<file path="src/rtl/in_buffer_6_pkg.sv">
// Shared NoC definitions: flit geometry, field positions and the input-buffer FSM encoding.
package in_buffer_6_pkg;

  localparam int FLIT_W   = 67;
  localparam int HDR_BIT  = 66;
  localparam int TAIL_BIT = 65;
  localparam int DEST_LSB = 0;
  localparam int DEST_W   = 3;
  localparam int CNT_W    = 3;

  typedef enum logic [1:0] {
    ST_IDLE = 2'd0,
    ST_REQ  = 2'd1,
    ST_FWD  = 2'd2
  } state_t;

endpackage

</file>
<file path="src/rtl/in_buffer_6_noc_fifo.sv">
// Circular flit store with wrap-around pointers and an occupancy counter; head is read from storage only.
module noc_fifo #(
  parameter int DEPTH  = 6,
  parameter int FLIT_W = 67
) (
  input  logic              clk,
  input  logic              rst,
  input  logic              push,
  input  logic [FLIT_W-1:0] wdata,
  input  logic              pop,
  output logic [FLIT_W-1:0] rdata,
  output logic [2:0]        count,
  output logic              full,
  output logic              empty
);
  import in_buffer_6_pkg::*;

  localparam logic [CNT_W-1:0] LAST    = CNT_W'(DEPTH - 1);
  localparam logic [CNT_W-1:0] DEPTH_C = CNT_W'(DEPTH);

  logic [FLIT_W-1:0] mem [DEPTH];
  logic [CNT_W-1:0]  wr_ptr;
  logic [CNT_W-1:0]  rd_ptr;
  logic              do_push;
  logic              do_pop;

  assign full    = (count == DEPTH_C);
  assign empty   = (count == '0);
  assign do_push = push && !full;
  assign do_pop  = pop && !empty;
  assign rdata   = mem[rd_ptr];

  always_ff @(posedge clk or posedge rst) begin
    if (rst) begin
      for (int i = 0; i < DEPTH; i++) mem[i] <= '0;
      wr_ptr <= '0;
      rd_ptr <= '0;
      count  <= '0;
    end else begin
      if (do_push) begin
        mem[wr_ptr] <= wdata;
        wr_ptr      <= (wr_ptr == LAST) ? '0 : wr_ptr + 3'd1;
      end
      if (do_pop) begin
        rd_ptr <= (rd_ptr == LAST) ? '0 : rd_ptr + 3'd1;
      end
      case ({do_push, do_pop})
        2'b10:   count <= count + 3'd1;
        2'b01:   count <= count - 3'd1;
        default: count <= count;
      endcase
    end
  end

endmodule

</file>
<file path="src/rtl/in_buffer_6.sv">
// NoC input buffer: queues upstream flits, requests the switch for each packet head and forwards it flit by flit.
module in_buffer_6 #(
  parameter int DEPTH  = 6,
  parameter int FLIT_W = 67
) (
  input  logic              clk,
  input  logic              rst,
  input  logic [FLIT_W-1:0] FLIT_in,
  input  logic              VALID_in,
  output logic              BWDAUX1_out,
  output logic              BWDAUX2_out,
  output logic              BWDAUX3_out,
  output logic              req_valid,
  output logic [2:0]        req_dest,
  input  logic              gnt,
  output logic [FLIT_W-1:0] data_out,
  output logic              data_valid,
  input  logic              rd,
  output logic              drop
);
  import in_buffer_6_pkg::*;

  logic [FLIT_W-1:0] head;
  logic [CNT_W-1:0]  count;
  logic              full;
  logic              empty;
  logic              push;
  logic              pop;
  state_t            state;
  state_t            state_nxt;

  // Stall depends only on registered occupancy, so upstream never sees a path from rd/gnt/VALID_in.
  assign push        = VALID_in && !full;
  assign BWDAUX1_out = full;
  assign BWDAUX2_out = 1'b0;
  assign BWDAUX3_out = 1'b0;
  assign data_out    = head;

  noc_fifo #(
    .DEPTH  (DEPTH),
    .FLIT_W (FLIT_W)
  ) u_fifo (
    .clk   (clk),
    .rst   (rst),
    .push  (push),
    .wdata (FLIT_in),
    .pop   (pop),
    .rdata (head),
    .count (count),
    .full  (full),
    .empty (empty)
  );

  always_ff @(posedge clk or posedge rst) begin
    if (rst) state <= ST_IDLE;
    else     state <= state_nxt;
  end

  always_comb begin
    state_nxt  = state;
    pop        = 1'b0;
    drop       = 1'b0;
    req_valid  = 1'b0;
    req_dest   = '0;
    data_valid = 1'b0;
    case (state)
      ST_IDLE: begin
        // Orphan body flits at the head can never be routed, so they are discarded here.
        if (!empty) begin
          if (head[HDR_BIT]) begin
            state_nxt = ST_REQ;
          end else begin
            pop  = 1'b1;
            drop = 1'b1;
          end
        end
      end
      ST_REQ: begin
        req_valid = 1'b1;
        req_dest  = head[DEST_LSB +: DEST_W];
        if (gnt) state_nxt = ST_FWD;
      end
      ST_FWD: begin
        data_valid = (count != '0);
        if (data_valid && rd) begin
          pop = 1'b1;
          if (head[TAIL_BIT]) state_nxt = ST_IDLE;
        end
      end
      default: state_nxt = ST_IDLE;
    endcase
  end

endmodule
</file>
<file path="config.mk">
export PLATFORM = sky130hd
export DESIGN_NAME = in_buffer_6
export DESIGN_NICKNAME = d
export VERILOG_FILES = /design/src/rtl/in_buffer_6_pkg.sv /design/src/rtl/in_buffer_6_noc_fifo.sv /design/src/rtl/in_buffer_6.sv
export SDC_FILE = /design/constraint.sdc
export NUM_CORES = 1
export LEC_CHECK = 0
export BUFFER_PORTS_ARGS = -buffer_cell sky130_fd_sc_hd__buf_2
export CORE_ASPECT_RATIO = 1.25
export CORE_MARGIN = 8
export CORE_UTILIZATION = 60
export CTS_CLUSTER_DIAMETER = 40
export DETAILED_ROUTE_END_ITERATION = 10
export PLACE_DENSITY = 0.82
export REMOVE_ABC_BUFFERS = 1
export SKIP_LAST_GASP = 1
export SLEW_MARGIN = 25
export SYNTH_ARGS = -nofsm -noshare
export SYNTH_HDL_FRONTEND = slang
export SYNTH_SLANG_ARGS = --single-unit
export TNS_END_PERCENT = 50
</file>
<file path="constraint.sdc">
create_clock -name clk -period 18 [get_ports clk]
set_input_delay 5.4 -clock clk [delete_from_list [all_inputs] [get_ports clk]]
set_output_delay 5.4 -clock clk [all_outputs]
set_load 0.1 [all_outputs]
</file>
==> Implementation_results.wiki <==
{| class="wikitable"
! Metric !! Value
|-
| Number of placed instances, taps included || between 1,500 and 2,000
|-
| Layout area overhead || 14.1%
|-
| Post-detailed-route DRC marker count || 0
|-
| Slowest-stage cell, CP || sky130_fd_sc_hd__dfrtp_4
|-
| Arrival time worst endpoint || 3.66 ns
|-
| Area of the die || around 0.037 sq mm
|-
| Synth Area per Inst || between 15 and 20 sq um
|-
| Largest fanout of any net on the critical path || 44
|-
| Die height || 212 um
|-
| Setup clock skew after layout || approximately 0.013 ns
|-
| Remaining antenna violation count after routing || 0
|-
| Routability Congestion || roughly 0.73
|-
| Post-route insts no fill || 1,791
|-
| Global-route congestion overflow total || 0
|-
| Slew Limit Headroom || 0.324
|-
| Number of slew-limit violations in the final report || 0
|-
| Max-capacitance violation count || 0
|-
| Half-perimeter wire length after detailed placement || between 20 and 25 mm
|-
| Buffer depth of the longest clock path || 3
|-
| First-pass GRT wire length || 63.8 mm
|-
| Count of endpoints failing setup in the final report || 0
|-
| Post-cts repair resize count || 0
|-
| Floorplan core area || 0.0302 sq mm
|-
| Routed wirelength normalized by instance count || 21.5 um
|-
| RSZ-0062 raised after global routing || false
|-
| Fraction of registers with async set/reset || 1.00
|-
| Critical path class || flop to output pin
|-
| Transition time of the tightest slew-check pin || 1.01 ns
|-
| Most common library cell in the layout ignoring fill and taps || sky130_fd_sc_hd__dfrtp_1
|-
| R2R cell count || 10
|-
| Critical path data required time || 12.60 ns
|-
| Via-to-Cell Ratio || 5.92
|-
| Area taken by flip-flops and latches || 0.0103 sq mm
|-
| Count of standard-cell rows || 71
|-
| Worst Hold Class || flop to flop
|-
| Maximum clock rate || 110 MHz
|-
| Reg-to-reg endpoint || u_fifo.count[2]
|-
| Share of final-layout standard cells stronger than drive strength 1 || 0.519
|-
| Critical Path End Type || output pin
|-
| Clk_lat worst skew || 0.54 ns
|-
| Clock root buffer || sky130_fd_sc_hd__clkbuf_16
|-
| Final Cycle Share || 0.503
|-
| Source of the critical timing path || u_fifo.rd_ptr[0]
|-
| Global-route total usage across every layer || 0.214
|-
| Total clock buffers created by CTS || 46
|-
| Number of port buffers || 145
|-
| Synth unique cells || 37
|-
| Crit path launch type || flop
|-
| Width of the chip || 173 um
|-
| Startpoint of the lowest-slack hold path || u_fifo.mem[227]
|-
| Synthesized area || 0.0184 sq mm
|-
| Seq cells post-synth || ~410
|-
| CTS tree || built
|-
| Detailed Routing Iterations Pass 1 || 6
|-
| Final layout net count || 1,426
|-
| Prevailing post-synth register cell || sky130_fd_sc_hd__dfrtp_1
|-
| Post-CTS Hold Buffers || 0
|-
| Sum Neg Setup Slack || 0 ns
|-
| Sequential-to-total area share from yosys stat || 0.561
|-
| Number of vias in the routed layout || 10,605
|-
| Cell count after synthesis || 1,227
|-
| Area taken by multi-input logic gates || 0.00771 sq mm
|-
| Maximum single-stage delay on the critical path || about 0.98 ns
|-
| Post-CTS clock slew at the launch and capture registers of the worst setup and hold paths || 0.06 ns
|-
| Number of synthesized flops with an enable pin || 0
|-
| Number of levels in the clock H-tree || 2
|-
| Pin count of the biggest net entering global routing || 165
|-
| Commonest cells after routing, fill and taps aside || 411 x sky130_fd_sc_hd__dfrtp_1, 404 x sky130_fd_sc_hd__mux2_2, 145 x sky130_fd_sc_hd__buf_2
|-
| Cell Chain, Critical Path || buf_4 -> mux4_2 -> nand2_1 -> o21ai_0 -> and2_1 -> buf_2
|-
| Setup slack, reg-to-reg || 14.26 ns
|-
| Final wirelength || 38.6 mm
|-
| Effective utilization at floorplan || 0.610
|-
| Filler cells || 2,058
|-
| Clock sink total || 413
|-
| Final critical-path required period || 9.06 ns
|-
| Status || finished clean
|-
| Terminating pin of the worst hold path || u_fifo.mem[227]
|-
| Initial antenna violation count || 2
|-
| # Post-CTS Setup Buffers || 0
|-
| Number of hold-slack violations in the final timing report || 0
|-
| Total of warnings raised by yosys || 0
|-
| FF-to-FF Start || u_fifo.rd_ptr[0]
|-
| Number of top-level pins || between 100 and 150
|-
| Iteration-0 DRC Markers || around 560
|-
| Min-Delay Path Depth || 1
|-
| Number of global-route vias before repair || 11,933
|}
-- per-stage QoR --
step / util / setup WS (ns) / area (sq um) / hold WS [ns]
after floorplan: - / 1.11 / 18000 / 0.464
after global placement: 0.644 / 9.40 / 19400 / 0.481
after detailed placement: 0.644 / 9.34 / 19400 / 0.487
after CTS: 0.696 / 8.75 / 21000 / 0.501
after global routing: 0.696 / 8.74 / 21000 / 0.507
final: 0.696 / 8.94 / 21000 / 0.497
-- cells by family after synthesis --
group,share of synthesized area
muxes,0.366
DFF,0.561
and+or+nand+nor,0.0246
buffers and inverters,0.0233
AOI/OAI and AO/OA,0.0211
xor gates and xnor gates,0.00238
adders and majority gates,0.00176
other,0.000203
-- how the worst max path moves through the flow --
stage | end | cells after the start | slack, ns
floorplan | state[0] | 1 | 1.11
global placement | req_dest[2] | 6 | 9.40
detailed placement | req_dest[2] | 6 | 9.34
CTS | req_dest[2] | 6 | 8.75
global route | req_dest[0] | 6 | 8.74
finish | req_dest[0] | 6 | 8.94
-- synthesized netlist by cell type, types with 2 or more instances --
cell type	number	area (sq um)
sky130_fd_sc_hd__and2_1	4	25.0
sky130_fd_sc_hd__buf_1	20	75.1
sky130_fd_sc_hd__buf_2	35	175
sky130_fd_sc_hd__buf_4	3	22.5
sky130_fd_sc_hd__buf_6	4	45.0
sky130_fd_sc_hd__clkbuf_1	22	82.6
sky130_fd_sc_hd__dfrtp_1	413	10300
sky130_fd_sc_hd__inv_1	8	30.0
sky130_fd_sc_hd__mux2_2	404	4550
sky130_fd_sc_hd__mux2_4	2	30.0
sky130_fd_sc_hd__mux2i_1	68	681
sky130_fd_sc_hd__mux4_2	66	1490
sky130_fd_sc_hd__nand2_1	72	270
sky130_fd_sc_hd__nand2_2	2	12.5
sky130_fd_sc_hd__nand3_1	2	10.0
sky130_fd_sc_hd__nand3b_1	2	15.0
sky130_fd_sc_hd__nor2_1	7	26.3
sky130_fd_sc_hd__nor2b_1	5	31.3
sky130_fd_sc_hd__nor3_1	2	10.0
sky130_fd_sc_hd__o21ai_0	66	330
sky130_fd_sc_hd__xnor2_1	2	17.5
sky130_fd_sc_hd__xor2_1	3	26.3
-- per-layer routing --
| metal | vias to the layer above | part of all wire | GRT usage |
|---|---|---|---|
| li1 | 4709 | - | - |
| met1 | 5622 | 0.43 | 0.272 |
| met2 | 213 | 0.51 | 0.369 |
| met3 | 59 | 0.042 | 0.0392 |
| met4 | 2 | 0.021 | 0.0652 |
| met5 | - | 0.00026 | 0 |
-- area by class of cell --
cell class / instances / area share
clock buffers: 63 / 0.0627
inverters: 8 / 0.00184
well taps: 401 / 0.0239
clock inverters: 21 / 0.0120
flip-flops and latches: 413 / 0.492
multi-input cells: 723 / 0.367
diodes: 2 / 0.000238
repair buffers: 160 / 0.0410
-- worst max-delay path, delay by kind of cell, from the launching register on --
kind | cells | cell delay [ns]
AOI/OAI and AO/OA | 1 | 0.18
buffers and inverters | 2 | 1.05
DFF | 1 | 0.98
muxes | 1 | 0.59
and+or+nand+nor | 2 | 0.26
-- sequential cells by signal, indices dropped and copies added, names as in the netlist --
name and flops:
u_fifo.rd_ptr 3, state 2, u_fifo.count 3, u_fifo.wr_ptr 3, u_fifo.mem 402
Power is not shown: default switching activity piles up to over one toggle a cycle in this logic, so the estimate is an artifact.
